**src/rtl/ipd_stage_pkg.sv**
```systemverilog
// Shared widths, LA32R opcode fields and predecode helper for ipd_stage.
// Macro IPD_PREDECODE_EN widens the IPD->ID bus from 96 to 100 bits.
package ipd_stage_pkg;

  localparam int IF_TO_IPD_BUS_WD = 96;
`ifdef IPD_PREDECODE_EN
  localparam int IPD_TO_ID_BUS_WD = 100;
`else
  localparam int IPD_TO_ID_BUS_WD = 96;
`endif

  localparam logic [5:0] OP_JIRL = 6'b010011;
  localparam logic [5:0] OP_B    = 6'b010100;
  localparam logic [5:0] OP_BL   = 6'b010101;
  localparam logic [5:0] OP_BEQ  = 6'b010110;
  localparam logic [5:0] OP_BGEU = 6'b011011;

  typedef struct packed {
    logic is_jirl;
    logic is_b_bl;
    logic is_cond_br;
    logic is_bl;
  } predec_t;

  function automatic predec_t predecode(input logic [31:0] inst);
    predec_t    pd;
    logic [5:0] op;
    op            = inst[31:26];
    pd.is_jirl    = (op == OP_JIRL);
    pd.is_b_bl    = (op == OP_B) || (op == OP_BL);
    pd.is_cond_br = (op >= OP_BEQ) && (op <= OP_BGEU);
    pd.is_bl      = (op == OP_BL);
    return pd;
  endfunction

endpackage

```
**src/rtl/ipd_inst_hold.sv**
```systemverilog
// Holds the RAM read word once an entry stalls; selects RAM vs buffer.
// Ports: clk, reset, capture, depart, flush, valid, rdata -> inst.
module ipd_inst_hold
  import ipd_stage_pkg::*;
#(
  parameter logic [31:0] RESET_INST = 32'h0000_0000
) (
  input  logic        clk,
  input  logic        reset,
  input  logic        capture,
  input  logic        depart,
  input  logic        flush,
  input  logic        valid,
  input  logic [31:0] rdata,
  output logic [31:0] inst
);

  logic        hold_valid_q, hold_valid_d;
  logic [31:0] inst_buf_q, inst_buf_d;

  always_comb begin
    hold_valid_d = hold_valid_q;
    inst_buf_d   = inst_buf_q;
    if (capture) begin
      hold_valid_d = 1'b0;
    end else if (flush || depart) begin
      hold_valid_d = 1'b0;
    end else if (valid && !hold_valid_q) begin
      // RAM data is only valid for one cycle; keep it for the stall.
      hold_valid_d = 1'b1;
      inst_buf_d   = rdata;
    end
  end

  always_ff @(posedge clk) begin
    if (reset) begin
      hold_valid_q <= 1'b0;
      inst_buf_q   <= RESET_INST;
    end else begin
      hold_valid_q <= hold_valid_d;
      inst_buf_q   <= inst_buf_d;
    end
  end

  assign inst = hold_valid_q ? inst_buf_q : rdata;

endmodule

```
**src/rtl/ipd_stage.sv**
```systemverilog
// Instruction pre-decode stage between IF and ID: {pred_PC, PC, inst}.
// Ports: IF bus/valid in, allow_in out, RAM rdata, ID flush, ID bus out.
module ipd_stage
  import ipd_stage_pkg::*;
#(
  parameter logic [31:0] RESET_INST = 32'h0000_0000
) (
  input  logic                        clk,
  input  logic                        reset,
  input  logic [IF_TO_IPD_BUS_WD-1:0] IF_to_IPD_bus,
  input  logic                        IF_to_IPD_valid,
  output logic                        IPD_allow_in,
  input  logic [31:0]                 inst_ram_rdata,
  input  logic                        ID_flush,
  output logic [IPD_TO_ID_BUS_WD-1:0] IPD_to_ID_bus,
  output logic                        IPD_to_ID_valid,
  input  logic                        ID_allow_in
);

  logic        ipd_valid_q, ipd_valid_d;
  logic [31:0] pc_q, pc_d;
  logic [31:0] pred_pc_q, pred_pc_d;
  logic        ipd_ready_go;
  logic        capture;
  logic        depart;
  logic [31:0] inst;

  assign ipd_ready_go = 1'b1;
  assign IPD_allow_in = ~ipd_valid_q
                      | (ipd_ready_go & ID_allow_in)
                      | ID_flush;
  assign capture = IF_to_IPD_valid & IPD_allow_in;
  assign depart  = ipd_valid_q & ipd_ready_go & ID_allow_in;

  always_comb begin
    ipd_valid_d = ipd_valid_q;
    pc_d        = pc_q;
    pred_pc_d   = pred_pc_q;
    if (capture) begin
      ipd_valid_d = 1'b1;
      pc_d        = IF_to_IPD_bus[63:32];
      pred_pc_d   = IF_to_IPD_bus[95:64];
    end else if (ID_flush || depart) begin
      ipd_valid_d = 1'b0;
    end
  end

  always_ff @(posedge clk) begin
    if (reset) begin
      ipd_valid_q <= 1'b0;
      pc_q        <= 32'h0;
      pred_pc_q   <= 32'h0;
    end else begin
      ipd_valid_q <= ipd_valid_d;
      pc_q        <= pc_d;
      pred_pc_q   <= pred_pc_d;
    end
  end

  ipd_inst_hold #(
    .RESET_INST(RESET_INST)
  ) u_hold (
    .clk    (clk),
    .reset  (reset),
    .capture(capture),
    .depart (depart),
    .flush  (ID_flush),
    .valid  (ipd_valid_q),
    .rdata  (inst_ram_rdata),
    .inst   (inst)
  );

  assign IPD_to_ID_valid = ipd_valid_q & ipd_ready_go & ~ID_flush;

`ifdef IPD_PREDECODE_EN
  predec_t pd;
  assign pd            = predecode(inst);
  assign IPD_to_ID_bus = {pd, pred_pc_q, pc_q, inst};
`else
  assign IPD_to_ID_bus = {pred_pc_q, pc_q, inst};
`endif

endmodule

```
**config.mk**
```make
export PLATFORM = sky130hd
export DESIGN_NAME = ipd_stage
export DESIGN_NICKNAME = d
export VERILOG_FILES = /design/src/rtl/ipd_stage_pkg.sv /design/src/rtl/ipd_inst_hold.sv /design/src/rtl/ipd_stage.sv
export SDC_FILE = /design/constraint.sdc
export NUM_CORES = 1
export LEC_CHECK = 0
export BUFFER_PORTS_ARGS = -buffer_cell sky130_fd_sc_hd__buf_2
export CAP_MARGIN = 20
export CORE_ASPECT_RATIO = 1.5
export CORE_MARGIN = 2
export CORE_UTILIZATION = 41
export CTS_BUF_LIST = sky130_fd_sc_hd__clkbuf_8 sky130_fd_sc_hd__clkbuf_16
export CTS_CLUSTER_DIAMETER = 50
export DETAILED_ROUTE_END_ITERATION = 8
export PLACE_DENSITY_LB_ADDON = 0.1
export REMOVE_ABC_BUFFERS = 1
export SLEW_MARGIN = 20
export SYNTH_ARGS = -nofsm -noshare
export SYNTH_HDL_FRONTEND = slang
export SYNTH_SLANG_ARGS = --single-unit
```
**constraint.sdc**
```tcl
create_clock -name clk -period 1.35 [get_ports clk]
set_input_delay 0.0675 -clock clk [delete_from_list [all_inputs] [get_ports clk]]
set_output_delay 0.0675 -clock clk [all_outputs]
set_load 0.005 [all_outputs]
```
==> out/qor.yml, run 1 <==
outcome:
  status: "finished, violations left"
  violations: "setup timing"
grt:
  grt_pass1_vias: 4214
  grtUsageTotal_pct: 21.8
  grt_pass1_wl_um: 20200
  globalRouteOverflowTotal: 0
  grt_max_degree: 94
  antenna_found_initial: 1
power:
  power_density_nw_per_um2: 892
  leakage_nw: 3.59
  seqPwrFrac_pct: 45.1
  switching_share_pct: 24.8
  power_w: 0.00691
  switchingPower_w: 0.00171
  p_clk_share_pct: 34.1
  combPwrFrac_pct: 20.8
  internal-power_w: 0.00520
  ir_worst_vdd_v: 0.000634
sta:
  tightestPinTransition_ps: 321
  fmax_mhz: 631
  tns_ps: -11960
  hold_violations: 0
  drv_slew: 0
  whs_ps: 7.23
  setup_viol: 64
  timing.final.crit_share_pct: 117
  fin_ws_ps: -236
  slew_headroom_pct: 78.6
  rsz0062_at_grt: "yes"
  period_minus_slack_ps: 1590
  fin_skew_ps: 5.94
placement:
  place_congestion: 0.703
  port-buffer-count: 198
  place_inst: 784
  dpl.hpwl_um: 7510
critical_path:
  crit_fanout: 8
  end_kind: "register"
  path_class: "reg -> reg"
  critPathLaunchType: "register"
  required_ps: 1610
  arrival_ps: 1850
cells_and_area:
  syn_to_final_growth_pct: 73.5
  most-common-layout-cells: "buf_2, nand2b_1, dfxtp_1"
  stdcell_count: 912
  layout_commonest_cell: "buf_2"
  drive_above_1_share_pct: 42.5
  fin_nets: 895
  post-route-util_pct: 73.1
routing:
  post_drt_wl_per_cell_um: 16.5
  num_vias: 4417
  drc_errors: 0
  totalWireLength_um: 15100
  vias_per_cell: 4.84
  ant_nets: 0
  drt-initial-drc-count: 112
  first_pass_iters: 4
cts:
  clkTransAtPathRegs_ps: 70
  cts-root-buf: "clkbuf_16"
  clock_path_buffers: 2
  cts_num_sinks: 98
  htreeDepth: 3
  cts_inserted_buffers: 9
  tritoncts: "yes"
  clkLatencyLatePin_ps: 330
logic_synthesis:
  avgSynthCellArea_um2: 9.57
  netlist_top_cells_area: "dfxtp_1, nand2b_1, mux2i_1, mux2_2, nand2_1"
  synth_top_area_share_pct: 44.0
  ys_types: 16
  synth_cells: 466
  seq_area_frac_synth_pct: 44.0
  ys_seq_elements: 98
  syn-cell-area_um2: 4460
  synth_top_area_cell: "dfxtp_1"
  ys_warn_count: 0
floorplan:
  dieWidth_um: 89.2
  start_util_pct: 42.1
  pin_count: 231
  die_h_um: 132
  die-area_um2: 11700
  core_um2: 10600
  rows: 46
hold_path:
  holdCritPathClass: "in -> reg"
flow_run:
  maxCapViolCount: 0
final timing paths:
kind / slack, ps / cells after the start / end / start
max reg2reg: -240 / 8 / u_hold.inst_buf_q[28] / u_hold.hold_valid_q
min reg2reg: 460 / 2 / u_hold.inst_buf_q[14] / u_hold.inst_buf_q[14]
min: 7 / 3 / pc_q[15] / IF_to_IPD_bus[47]
max: -240 / 8 / u_hold.inst_buf_q[28] / u_hold.hold_valid_q
metal layers:
metal / GRT usage, % / wire, um
met5: 0 / 0
met4: 9.37 / 446
met3: 3.38 / 997
met2: 41.5 / 8180
met1: 22.3 / 5440
cell usage after synthesis (all sizes together):
| cell | n |
|---|---|
| or4b | 1 |
| nor2 | 3 |
| nor2b | 3 |
| dfxtp | 98 |
| nor3b | 1 |
| mux2i | 64 |
| nor4b | 1 |
| nand2 | 64 |
| a21oi | 33 |
| nand2b | 128 |
| mux2 | 32 |
| inv | 1 |
| nor3 | 1 |
| clkbuf | 18 |
| buf | 18 |
power by group through the flow:
stage / logic, W / clock network (W) / registers [W]
detailed placement: 0.000923 / 0 / 0.00317
global placement: 0.000899 / 0 / 0.00317
floorplan: 0.000427 / 0 / 0.00319
finish: 0.00143 / 0.00236 / 0.00312
global route: 0.00153 / 0.00254 / 0.00313
CTS: 0.00134 / 0.00244 / 0.00311
sequential cells by signal, summed over array words and instances (netlist names):
register             flops
pc_q                    32
pred_pc_q               32
ipd_valid_q              1
u_hold.inst_buf_q       32
u_hold.hold_valid_q      1
layout make-up:
| class | instances | area (um^2) |
|---|---|---|
| antenna | 1 | 2.50 |
| tap | 144 | 180 |
| sequential | 98 | 1960 |
| timing repair buffer | 321 | 2670 |
| multi-input combinational | 331 | 2650 |
| clock buffer | 10 | 239 |
| clock inverter | 6 | 35.0 |
| inverter | 1 | 3.75 |
| fill | 728 | 2850 |
cells by family after synthesis:
kind of cell | after synthesis | synth area share (%)
AND/OR/NAND/NOR | 202 | 24.9
flip-flops | 98 | 44.0
multiplexers | 96 | 22.4
buffers and inverters | 37 | 5.02
AO/OA/AOI/OAI | 33 | 3.70
stage by stage:
step	worst slack (ps)	area (um^2)
after floorplan	-3730	4240
after detailed placement	-36.7	5620
after global routing	-311	7740
final	-236	7740
after CTS	-225	7410
after global placement	32.1	5620
what timing repair did:
action                                  4_1_cts  5_1_grt
pin swaps                                     1       35
endpoints found under the setup margin       63       85
cloned                                        7        3
hold endpoints to repair                     93        0
hold buffers                                 93        0
buffers inserted                              6        3
resized for setup                            72       73
worst max-delay path, stage by stage (launching register included):
cell and delay (ps):
dfxtp_2 320, buf_6 120, buf_8 130, buf_6 110, nor4b_4 250, buf_6 180, clkbuf_16 190, nand2_4 60
a21oi_2 150
Power figures use the tool's default switching activity.
==> run 2, diff against run 1 <==
- CORE_UTILIZATION: 41 -> 40
- clock period: 1.35 -> 1.4 ns (I/O delays scaled with it)
==> out/qor.yml, run 2 (synthesis gave the netlist of run 1 again) <==
power:
  p_clk_share_pct: 37.6  # +3.5 points
  power_w: 0.00701  # +1.5%
  seqPwrFrac_pct: 42.9  # -2.2 points
  switchingPower_w: 0.00164  # -4.4%
  internal-power_w: 0.00537  # +3.4%
  ir_worst_vdd_v: 0.000524  # -17%
  leakage_nw: 3.62  # +0.81%
  switching_share_pct: 23.3  # -1.4 points
  combPwrFrac_pct: 19.5  # -1.3 points
  power_density_nw_per_um2: 902  # +1.1%
cts:
  clkTransAtPathRegs_ps: 70  # about the same
  cts_inserted_buffers: 9  # unchanged
  clock_path_buffers: 2  # unchanged
  clkLatencyLatePin_ps: 340  # about the same
  tritoncts: "yes"
  htreeDepth: 3  # unchanged
  cts-root-buf: "clkbuf_16"
  cts_num_sinks: 98  # unchanged
grt:
  globalRouteOverflowTotal: 0  # unchanged
  grt_pass1_vias: 4238  # +0.57%
  grt_max_degree: 84  # -11%
  antenna_found_initial: 0  # -1
  grt_pass1_wl_um: 20300  # +0.61%
  grtUsageTotal_pct: 20.5  # -1.3 points
sta:
  slew_headroom_pct: 79.7  # +1.1 points
  tightestPinTransition_ps: 303  # -18.5 ps
  fmax_mhz: 636
  rsz0062_at_grt: "yes"
  setup_viol: 64  # unchanged
  period_minus_slack_ps: 1570
  fin_skew_ps: 9.35  # +3.41 ps
  timing.final.crit_share_pct: 112
  drv_slew: 0  # unchanged
  hold_violations: 0  # unchanged
  fin_ws_ps: -172  # +64.2 ps
floorplan:
  dieWidth_um: 90.2  # +1.2%
  start_util_pct: 40.8  # -1.3 points
  die_h_um: 133  # +1.2%
  rows: 47  # +2.2%
  pin_count: 231  # unchanged
  core_um2: 10900  # +3.3%
  die-area_um2: 12000  # +2.4%
routing:
  ant_nets: 0  # unchanged
  drc_errors: 0  # unchanged
  num_vias: 4354  # -1.4%
  vias_per_cell: 4.75  # -2.0%
  post_drt_wl_per_cell_um: 16.0  # -3.0%
  totalWireLength_um: 14700  # -2.5%
  first_pass_iters: 4  # unchanged
  drt-initial-drc-count: 130  # +16%
cells_and_area:
  layout_commonest_cell: "buf_2"
  fin_area_um2: 7770  # +0.37%
  drive_above_1_share_pct: 42.1  # -0.43 points
  regArea_um2: 1960  # unchanged
  syn_to_final_growth_pct: 74.2
  stdcell_count: 917  # +0.55%
  fin_nets: 898  # +0.34%
  multi_input_area_um2: 2620  # -0.90%
  most-common-layout-cells: "buf_2, nand2b_1, dfxtp_1"
  fillers: 797  # +9.5%
  largest_registers: "pc_q x32, pred_pc_q x32, u_hold.inst_buf_q x32"
  post-route-util_pct: 71.0  # -2.1 points
  n_antenna_cell: 0  # -1
placement:
  place_inst: 786  # +0.26%
  place_area_um2: 5620  # about the same
  place_congestion: 0.717  # +2.0%
  place_ws_ps: -33.2  # +3.52 ps
  dpl.hpwl_um: 7330  # -2.4%
  port-buffer-count: 198  # unchanged
outcome:
  status: "finished, violations left"
  violations: "setup timing"
critical_path:
  crit_path_cell_trace: "buf_6, buf_12, buf_16, mux2_4, buf_6"
  required_ps: 1330  # -280 ps
  crit_fanout: 8  # unchanged
  end_kind: "primary output"
  critPathMostFrequentCell: "buf_6"
  path_class: "reg -> out"
  max_stage_delay_ps: 330  # about the same
  arrival_ps: 1500  # -350 ps
  critPathSlowestCell: "dfxtp_2"
  critPathLaunchType: "register"
hold_path:
  holdCritPathClass: "in -> reg"
flow_run:
  maxCapViolCount: 0  # unchanged
[run 2: cell count changes in the layout (fill, tap and decap cells not counted), moves of 2 or more]
cell	change
buf_2	+4
bufinv_16	+2
a21oi_1	+3
nand2_2	-4
nand2_1	+4
a21oi_2	-3
buf_4	+4
clkbuf_16	+5
buf_16	-4
buf_6	-5
[run 2: cell type report]
class	instances	share of cell area, %
Multi-Input combinational cell	331	33.7
Tap cell	147	2.37
Inverter	1	0.0483
Clock buffer	10	3.08
Clock inverter	6	1.06
Sequential cell	98	25.3
Timing Repair Buffer	324	34.4
[run 2: worst paths after layout]
kind	to	cells past startpoint	from	slack, ps
worst max register to register	u_hold.inst_buf_q[12]	7	u_hold.hold_valid_q	-110
worst max-delay path	IPD_to_ID_bus[19]	5	u_hold.hold_valid_q	-170
worst min register to register	u_hold.inst_buf_q[6]	2	u_hold.inst_buf_q[6]	460
worst min-delay path	pred_pc_q[20]	3	IF_to_IPD_bus[84]	10
[run 2: worst max-delay path, delay by kind of cell, from the launching register on]
family	cells	cell delay (ps)
DFF	1	330
buffers and inverters	4	530
muxes	1	320
[run 2: metrics by stage]
stage               setup TNS (ps)  hold slack [ps]
finish                       -6430             12.5
global route                 -8570             16.9
CTS                          -5970             1.76
detailed placement           -33.2              331
global placement                 0              321
floorplan                  -274640              139
[run 2: power groups by stage]
stage                     logic [W]  registers, W  clock network (W)
after global routing        0.00146       0.00302            0.00282
final                       0.00137       0.00301            0.00264
after detailed placement   0.000881       0.00306                  0
after CTS                   0.00121       0.00300            0.00271
after floorplan            0.000412       0.00308                  0
after global placement     0.000863       0.00305                  0
[run 2: routing by layer]
layer	global-route usage, %	vias to the layer above	routed length [um]
li1	-	2115	-
met1	23.0	2011	5460
met2	38.1	182	7890
met3	3.96	46	744
met4	7.69	0	596
met5	0	-	0
[run 2: timing repair]
action,CTS,global route
hold endpoints to repair,92,0
resized for setup,62,68
hold buffers,92,0
gates cloned,4,9
setup buffers,5,9
pin swaps,1,18
endpoints found under the setup margin,33,110
==> run 3, diff against run 2 <==
==> constraint.sdc (replaced) <==
create_clock -name clk -period 1.4 [get_ports clk]
set_input_delay 0.28 -clock clk [delete_from_list [all_inputs] [get_ports clk]]
set_output_delay 0.28 -clock clk [all_outputs]
set_load 0.005 [all_outputs]
==> out/qor.yml, run 3 (synthesis gave the netlist of run 1 again) <==
cts:
  cts_num_sinks: 98  # unchanged
  cts_inserted_buffers: 9  # unchanged
  clkLatencyLatePin_ps: 340  # about the same
  tritoncts: "yes"
  hold_buffers: 0  # -100%
  clkTransAtPathRegs_ps: 70  # about the same
  htreeDepth: 3  # unchanged
  cts-root-buf: "clkbuf_16"
  clock_path_buffers: 2  # unchanged
sta:
  tightestPinTransition_ps: 289  # -14.2 ps
  fin_ws_ps: -265  # -93.4 ps
  fin_skew_ps: 9.87  # +0.522 ps
  period_minus_slack_ps: 1670  # +93.4 ps
  tns_ps: -12500  # -6070 ps
  fmax_mhz: 601  # -5.6%
  drv_slew: 0  # unchanged
  rsz0062_at_grt: "yes"
  whs_ps: 182  # +170 ps
  setup_viol: 64  # unchanged
  timing.final.crit_share_pct: 119  # +6.7 points
  slew_headroom_pct: 80.8  # +1.0 points
  hold_violations: 0  # unchanged
power:
  seqPwrFrac_pct: 45.8  # +2.9 points
  switchingPower_w: 0.00163  # -0.66%
  p_clk_share_pct: 37.8  # +0.2 points
  switching_share_pct: 24.8  # +1.4 points
  ir_worst_vdd_v: 0.000548  # +4.5%
  internal-power_w: 0.00494  # -8.1%
  power_density_nw_per_um2: 991  # +9.9%
  combPwrFrac_pct: 16.5  # -3.0 points
  leakage_nw: 3.04  # -16%
critical_path:
  path_class: "reg -> out"
  critPathSlowestCell: "dfxtp_4"
  crit_path_cell_trace: "buf_12, mux2_2, buf_2"
  path_buf_inv: 2  # -2
  max_stage_delay_ps: 400  # +70 ps
  crit_fanout: 16  # +8
  path_delay_family: "flip-flops"
  arrival_ps: 1390  # -110 ps
  required_ps: 1120  # -210 ps
  end_kind: "primary output"
  critPathLaunchType: "register"
placement:
  port-buffer-count: 198  # unchanged
  place_congestion: 0.735  # +2.5%
  place_area_um2: 5640  # +0.40%
  place_ws_ps: -47.7  # -14.5 ps
  dpl.hpwl_um: 7390  # +0.77%
grt:
  globalRouteOverflowTotal: 0  # unchanged
  grtUsageTotal_pct: 18.9  # -1.6 points
  grt_pass1_vias: 3835  # -9.5%
  antenna_found_initial: 0  # unchanged
  grt_max_degree: 71  # -15%
  grt_pass1_wl_um: 18600  # -8.6%
cells_and_area:
  syn_to_final_growth_pct: 48.4
  n_antenna_cell: 0  # unchanged
  drive_above_1_share_pct: 49.0  # +7.0 points
  fin_area_um2: 6620  # -15%
  fillers: 948  # +19%
  fin_nets: 801  # -11%
  largest_registers: "pc_q x32, pred_pc_q x32, u_hold.inst_buf_q x32"
  most-common-layout-cells: "buf_2, nand2b_1, dfxtp_1"
  layout_commonest_cell: "buf_2"
floorplan:
  dieWidth_um: 90.2  # unchanged
  start_util_pct: 40.8  # unchanged
  core_um2: 10900  # unchanged
  rows: 47  # unchanged
  die-area_um2: 12000  # unchanged
  die_h_um: 133  # unchanged
  pin_count: 231  # unchanged
routing:
  post_drt_wl_per_cell_um: 15.4  # -3.7%
  first_pass_iters: 4  # unchanged
  totalWireLength_um: 12700  # -14%
  drc_errors: 0  # unchanged
  ant_nets: 0  # unchanged
  num_vias: 3948  # -9.3%
  drt-initial-drc-count: 126  # -3.1%
  vias_per_cell: 4.81  # +1.4%
outcome:
  status: "finished, violations left"
  violations: "setup timing"
flow_run:
  maxCapViolCount: 0  # unchanged
hold_path:
  holdCritPathClass: "in -> reg"
==> run 3: routing by layer <==
layer / global-route usage [%] / routed length, um / vias up
met5: 0 / 0 / -
li1: - / - / 1926
met1: 20.0 / 4660 / 1846
met4: 8.46 / 422 / 0
met2: 36.3 / 6930 / 145
met3: 3.11 / 647 / 31
==> run 3: timing repair <==
item	CTS	global route
setup buffers	5	2
pin swaps	1	6
cloned	6	5
resized for setup	30	77
setup endpoints to repair	47	91
==> run 3: power groups by stage <==
stage | sequential (W) | clock, W | combinational [W]
floorplan | 0.00308 | 0 | 0.000412
global placement | 0.00305 | 0 | 0.000869
detailed placement | 0.00306 | 0 | 0.000890
CTS | 0.00300 | 0.00254 | 0.000968
global route | 0.00302 | 0.00264 | 0.00117
finish | 0.00300 | 0.00248 | 0.00108
==> run 3: cell type report <==
cell class | instances | area [um^2] | share of cell area (%)
clock inverters | 7 | 70.1 | 1.06
clock buffers | 9 | 225 | 3.40
repair buffers | 227 | 1630 | 24.6
inverters | 1 | 3.75 | 0.0567
multi-input cells | 331 | 2540 | 38.4
well taps | 147 | 184 | 2.78
flip-flops and latches | 98 | 1970 | 29.7
==> run 3: worst paths after layout <==
kind	startpoint	to	slack (ps)	cells past startpoint
max	u_hold.hold_valid_q	IPD_to_ID_bus[20]	-270	3
min	inst_ram_rdata[0]	u_hold.inst_buf_q[0]	180	3
min reg2reg	u_hold.inst_buf_q[14]	u_hold.inst_buf_q[14]	460	2
max reg2reg	u_hold.hold_valid_q	u_hold.inst_buf_q[27]	-170	5
==> run 3: metrics by stage <==
step	total power (W)	utilization (%)	std cells
CTS	0.00650	57.1	815
finish	0.00656	60.5	820
global placement	0.00392	51.6	789
global route	0.00683	60.5	820
detailed placement	0.00395	51.6	789
floorplan	0.00349	-	430
==> run 3: worst register-to-register path: stages (launching register included) <==
cell and delay (ps):
dfxtp_4 370, buf_4 140, or4b_4 590, clkbuf_16 220
nand2_1 70, a21oi_1 60
